## src/rtl/apb_requester.sv

```systemverilog
// APB requester: turns one user command into one APB transfer,
// with a wait-state timeout and a single-cycle completion pulse.
module apb_requester #(
  parameter int ADDR_W  = 4,
  parameter int DATA_W  = 32,
  parameter int TIMEOUT = 128
) (
  input  logic              clk,
  input  logic              rst,
  input  logic              cmd_valid,
  input  logic              cmd_op,
  input  logic [ADDR_W-1:0] cmd_addr,
  input  logic [DATA_W-1:0] cmd_wdata,
  output logic              cmd_ready,
  output logic              rsp_valid,
  output logic              rsp_err,
  output logic [DATA_W-1:0] rsp_rdata,
  output logic              psel,
  output logic              penable,
  output logic              pwrite,
  output logic [ADDR_W-1:0] paddr,
  output logic [DATA_W-1:0] pwdata,
  input  logic              pready,
  input  logic [DATA_W-1:0] prdata
);

  localparam int CW = $clog2(TIMEOUT + 1);
  localparam logic [CW-1:0] WMAX = CW'(TIMEOUT - 1);

  localparam logic [1:0] IDLE   = 2'd0;
  localparam logic [1:0] SETUP  = 2'd1;
  localparam logic [1:0] ACCESS = 2'd2;

  logic [1:0]        state_q, state_d;
  logic [CW-1:0]     wait_q, wait_d;
  logic              pwrite_q, pwrite_d;
  logic [ADDR_W-1:0] paddr_q, paddr_d;
  logic [DATA_W-1:0] pwdata_q, pwdata_d;
  logic              rsp_valid_q, rsp_valid_d;
  logic              rsp_err_q, rsp_err_d;
  logic [DATA_W-1:0] rsp_rdata_q, rsp_rdata_d;

  // Next-state: capture in IDLE, fixed SETUP, wait/timeout in ACCESS
  always_comb begin
    state_d     = state_q;
    wait_d      = wait_q;
    pwrite_d    = pwrite_q;
    paddr_d     = paddr_q;
    pwdata_d    = pwdata_q;
    rsp_valid_d = 1'b0;
    rsp_err_d   = rsp_err_q;
    rsp_rdata_d = rsp_rdata_q;
    unique case (1'b1)
      state_q == IDLE: begin
        if (cmd_valid) begin
          state_d  = SETUP;
          pwrite_d = ~cmd_op;
          paddr_d  = cmd_addr;
          pwdata_d = cmd_wdata;
        end
      end
      state_q == SETUP: begin
        state_d = ACCESS;
        wait_d  = '0;
      end
      state_q == ACCESS: begin
        if (pready) begin
          state_d     = IDLE;
          rsp_valid_d = 1'b1;
          rsp_err_d   = 1'b0;
          rsp_rdata_d = pwrite_q ? '0 : prdata;
        end else if (wait_q == WMAX) begin
          state_d     = IDLE;
          rsp_valid_d = 1'b1;
          rsp_err_d   = 1'b1;
          rsp_rdata_d = '0;
        end else begin
          wait_d = wait_q + 1'b1;
        end
      end
      default: begin
        state_d = IDLE;
      end
    endcase
  end

  // State and output registers with synchronous reset
  always_ff @(posedge clk) begin
    if (rst) begin
      state_q     <= IDLE;
      wait_q      <= '0;
      pwrite_q    <= 1'b0;
      paddr_q     <= '0;
      pwdata_q    <= '0;
      rsp_valid_q <= 1'b0;
      rsp_err_q   <= 1'b0;
      rsp_rdata_q <= '0;
    end else begin
      state_q     <= state_d;
      wait_q      <= wait_d;
      pwrite_q    <= pwrite_d;
      paddr_q     <= paddr_d;
      pwdata_q    <= pwdata_d;
      rsp_valid_q <= rsp_valid_d;
      rsp_err_q   <= rsp_err_d;
      rsp_rdata_q <= rsp_rdata_d;
    end
  end

  assign cmd_ready = (state_q == IDLE);
  assign psel      = (state_q != IDLE);
  assign penable   = (state_q == ACCESS);
  assign pwrite    = pwrite_q;
  assign paddr     = paddr_q;
  assign pwdata    = pwdata_q;
  assign rsp_valid = rsp_valid_q;
  assign rsp_err   = rsp_err_q;
  assign rsp_rdata = rsp_rdata_q;

endmodule

```

## config.mk

```make
export PLATFORM = sky130hd
export DESIGN_NAME = apb_requester
export DESIGN_NICKNAME = d
export VERILOG_FILES = /design/src/rtl/apb_requester.sv
export SDC_FILE = /design/constraint.sdc
export NUM_CORES = 1
export LEC_CHECK = 0
export CORE_UTILIZATION = 35
export CTS_CLUSTER_DIAMETER = 80
export DETAILED_ROUTE_END_ITERATION = 7
export GPL_ROUTABILITY_DRIVEN = 0
export GPL_TIMING_DRIVEN = 1
export MAX_ROUTING_LAYER = met4
export PLACE_DENSITY = 0.73
export SYNTH_ARGS = -nofsm -noshare
export SYNTH_HDL_FRONTEND = slang
export SYNTH_SLANG_ARGS = --single-unit
```

## constraint.sdc

```tcl
create_clock -name clk -period 1.9 [get_ports clk]
set_input_delay 0.57 -clock clk [delete_from_list [all_inputs] [get_ports clk]]
set_output_delay 0.57 -clock clk [all_outputs]
set_load 0.01 [all_outputs]
```

Word-level counts from Yosys, hierarchy flattened
Cells that the tools add are included.

Register bits: 81. Input port bits: 73. Output and inout port bits: 74.

$add $sub $neg: 1. Equality and inequality tests: 7. Muxes and demuxes: 14. Bitwise logic cells: 2. Reductions and logical operators: 9.

Operators by type and width (number): 32-bit 2-to-1 mux (3); 8-bit 2-to-1 mux (2); 8-bit case mux with 2 select lines (1); 8-bit by 1-bit adder with 8-bit output (second input constant) (1); 8-bit by 7-bit equality test with 1-bit output (second input constant) (1); 2-bit 2-to-1 mux (3); 2-bit != test (second input constant) (3); 2-bit case mux with 3 select lines (1); 2-bit AND reduction (3); 2-bit nonzero test (3); 1-bit 2-to-1 mux (4); 3-bit by 1-bit != test with 1-bit output (second input constant) (1); 3-bit AND reduction (1); 2-bit by 1-bit equality test with 1-bit output (second input constant) (1); 2-bit equality test (second input constant) (1); 2-bit zero test (1); 1-bit inverter (2); 2-bit OR reduction (1).

Depth between registers and ports, before layout
Depth in word-level cells: 4. Depth in mapped cells: 7. Mapped depth without buffers: 6.

Worst setup path after synthesis
No wires, ideal clock.

Path kind: reg-to-reg. Start: reg wait_q[0]. End: reg wait_q[3]. Library setup time: 74 ps. Arrival: 1675 ps. Data required time: 1826 ps. Setup slack: 151 ps. Stages on the path, launching flop included: 6. Path buffers: 0. Clock period less this slack: 1749 ps. Cells stage by stage: dfxtp_1 -> ha_1 -> and4b_4 -> a21o_1 -> or4_1 -> a31oi_1.

Longest elaborated chain between the ends: 4.

RTL lines: start: declaration (RTL line 35) `logic [CW-1:0] wait_q, wait_d;`; start signal: assignment (RTL line 100) `wait_q <= wait_d;`; 8-bit by 1-bit adder with 8-bit output (RTL line 78) `wait_d = wait_q + 1'b1;`; 8-bit 2-to-1 mux (RTL line 72) `end else if (wait_q == WMAX) begin`; 8-bit 2-to-1 mux (RTL line 67) `if (pready) begin`; 8-bit case mux with 2 select lines (RTL line 53) `unique case (1'b1)`.

Parallel ways exist; a longest one is shown, timed or not. The select of a mux whose other input is x is not followed. A chain may end at the register's enable or synchronous reset.

Final worst setup path
Start: reg rsp_rdata_q[3] (netlist: rsp_rdata[3]). End: out rsp_rdata[3].

RTL lines: start: declaration (RTL line 41) `logic [DATA_W-1:0] rsp_rdata_q, rsp_rdata_d;`; start signal: assignment (RTL line 106) `rsp_rdata_q <= rsp_rdata_d;`; end: declaration (RTL line 17) `output logic [DATA_W-1:0] rsp_rdata,`.

No word-level cell between the ends.

==> run summary <==
status -> completed
placed instance area -> 4590 um2
switching pwr -> 1490 uW
die footprint -> 8700 um2
Clock Pin Slew Worst Setup and Hold Paths -> 0.08 ns
Final Cycle Share -> 96.1%
most used flip-flop cell after synthesis -> dfxtp_1
syn_nets -> 391
CP Cell Sequence -> clkdlybuf4s50_1
GRT Total Usage -> 19.8%
Worst-Skew Late Latency -> 0.35 ns
H-Tree Depth -> 3
maxcap violations -> 0
# rows -> 32
Worst Hold Launch -> pwdata[21]$_SDFFE_PP0P_
Synth Register Bits -> 81
Die H -> 93.3 um
Initial DRC Count -> 77
critical path type -> flip-flop to output port
detailed-route via count -> 2,832
Setup Skew -> 0.0114 ns
Die W -> 93.3 um
final setup fails -> 0
worst-case reg-to-reg path depth -> 5
final wirelength -> 8.06 mm
sequential share of the synthesized area -> 55.6%
WHS Path Cells -> 2
Root Driver -> clkbuf_8
n_diodes -> 0
post-layout minimum cycle time -> 1.83 ns
endpoint class of the critical path -> output port
end of the worst register-to-register path -> wait_q[3]$_SDFFE_PP0P_
multi-input combinational cell area -> 1220 um2
crit path DAT -> 1.26 ns
R2R Path Start -> wait_q[0]$_SDFFE_PP0P_
vias per cell -> 4.93
Worst VDD drop -> 0.580 mV
cell area after synthesis -> 2920 um2
Clock power frac -> 29.9%
combinational share of power -> 30.3%
area delta synth->final -> 66.1%
grt ovf -> 0
Register Area -> 1620 um2
Syn Inst Count -> 313
RSZ-0062 raised after global routing -> no
switching share of power -> 29.5%
Synth top area share -> 55.6%
initial core utilization -> 37.0%
input/output buffers -> 146
Final Hold Viols -> 0
clock sink total -> 81
Post-synth top cells -> dfxtp_1, nand2_1, a21oi_1, a22o_1, clkbuf_1
Yosys cell types -> 35
CP max-delay cell -> clkdlybuf4s50_1
Top delay family on crit path -> buffers and inverters
IO Pins -> 147
crit start category -> flip-flop
hold_buf cts -> 0
Synth area leader -> dfxtp_1
CTS Buffer Depth -> 2
Crit path buffers/inverters -> 1
CTS tree -> built
part of the power in registers -> 39.8%
Req. time, crit path -> 1.33 ns
pwr/cell area -> 1040 nW/um2
Worst R2R Setup Slack -> 0.14 ns
DR pass1 iterations -> 4
Worst path max stage delay -> 0.56 ns
Slew Viols, Final -> 0
Hold WC Path Type -> flip-flop to flip-flop
CTS buffer count -> 9
Max Freq -> 548 MHz
synth warn -> 0
first-pass GRT wire length -> 13.0 mm
Async SR Flop Fraction -> 0%
Crit Path Max Fanout -> 2
Final Cell Area -> 4840 um2
Detailed Place HPWL -> 5.76 mm
synth top area cells -> dfxtp_1, nand2_1, a22o_1
layout cells sized above 1 -> 9.30%
Slew HR -> 75.6%
setup TNS -> 0 ns
WL per Instance -> 14.0 um
initial antenna violation count -> 0
Worst-Margin Slew -> 0.366 ns
layout net count -> 546
Hold Path Sink -> pwdata[21]$_SDFFE_PP0P_
DRC violations left -> 0
P_leak -> 0.00183 uW
Syn Area/Cell -> 9.32 um2
Fillers -> 691
EDFF count, synth -> 0
largest net degree at the start of global routing -> 37
core area -> 7890 um2
vias in the first global route -> 2,749
antenna viol nets, final -> 0
Int Pwr -> 3570 uW
## metrics by stage
| step | worst slack [ns] | power, uW | cells | util (%) | hold WS [ns] |
|---|---|---|---|---|---|
| floorplan | 0.151 | 2750 | 313 | - | 0.452 |
| global route | 0.0109 | 5360 | 575 | 61.4 | 0.479 |
| finish | 0.0740 | 5060 | 575 | 61.4 | 0.452 |
| global placement | -0.122 | 3550 | 559 | 58.2 | 0.441 |
| CTS | 0.0325 | 5090 | 575 | 61.3 | 0.458 |
| detailed placement | -0.160 | 3580 | 559 | 58.2 | 0.447 |
## per-layer routing
metal / GRT usage (%) / up-vias / routed length (um)
met5: - / - / 0
met1: 24.1 / 1291 / 3490
met4: 8.21 / 0 / 149
met2: 30.2 / 117 / 3730
li1: - / 1410 / -
met3: 6.26 / 14 / 686
## logic make-up after synthesis
group | count (synthesis) | synth area share [%]
AO/OA/AOI/OAI | 92 | 21.6
adder cells (fa/ha/maj) | 5 | 2.15
buffers and inverters | 25 | 3.43
flip-flops | 81 | 55.6
multiplexers | 2 | 0.686
AND/OR/NAND/NOR | 108 | 16.5
## sequential cells by signal (all words and copies together) (netlist names)
name	flops
paddr	4
pwdata	32
state_q	2
rsp_err	1
pwrite	1
rsp_valid	1
wait_q	8
rsp_rdata	32
## timing repair
item                                    CTS  global route
gates cloned                              0             0
endpoints found under the setup margin    4             3
buffers inserted                          0             0
pin swaps                                 0             0
gates resized for setup                   9             3
## cell type report
type | instances | area share (%)
Inverter | 5 | 0.387
Clock inverter | 6 | 2.40
Timing Repair Buffer | 164 | 33.3
Clock buffer | 10 | 2.63
Multi-Input combinational cell | 207 | 25.1
Tap cell | 102 | 2.63
Sequential cell | 81 | 33.5
## how the worst max path moves through the flow
stage | start | end | cells after the start
floorplan | wait_q[0]$_SDFFE_PP0P_ | wait_q[3]$_SDFFE_PP0P_ | 5
global placement | pready | wait_q[7]$_SDFFE_PP0P_ | 6
detailed placement | pready | wait_q[6]$_SDFFE_PP0P_ | 6
CTS | state_q[0]$_SDFFE_PP0P_ | psel | 4
global route | paddr[2]$_SDFFE_PP0P_ | paddr[2] | 1
finish | rsp_rdata[3]$_SDFFE_PP0P_ | rsp_rdata[3] | 1
## power groups by stage
stage,Combinational (uW),Sequential [uW],Clock (uW)
2_1_floorplan,629,2120,0
3_3_place_gp,1510,2040,0
3_5_place_dp,1530,2050,0
4_1_cts,1530,2010,1550
5_1_grt,1680,2040,1630
6_report,1530,2010,1510
## cell usage in the layout, fill, tap and decap left out, types with 4 or more instances in the layout
master	synthesis	layout
clkdlybuf4s50_1	0	141
nand2_1	81	81
dfxtp_1	81	79
a21oi_1	40	40
a22o_1	32	32
buf_4	0	16
clkbuf_8	0	9
nand2b_1	5	5
a31oi_1	5	5
nand3_1	4	4
ha_1	5	4
Note: power is estimated with default switching activity, not from simulation.
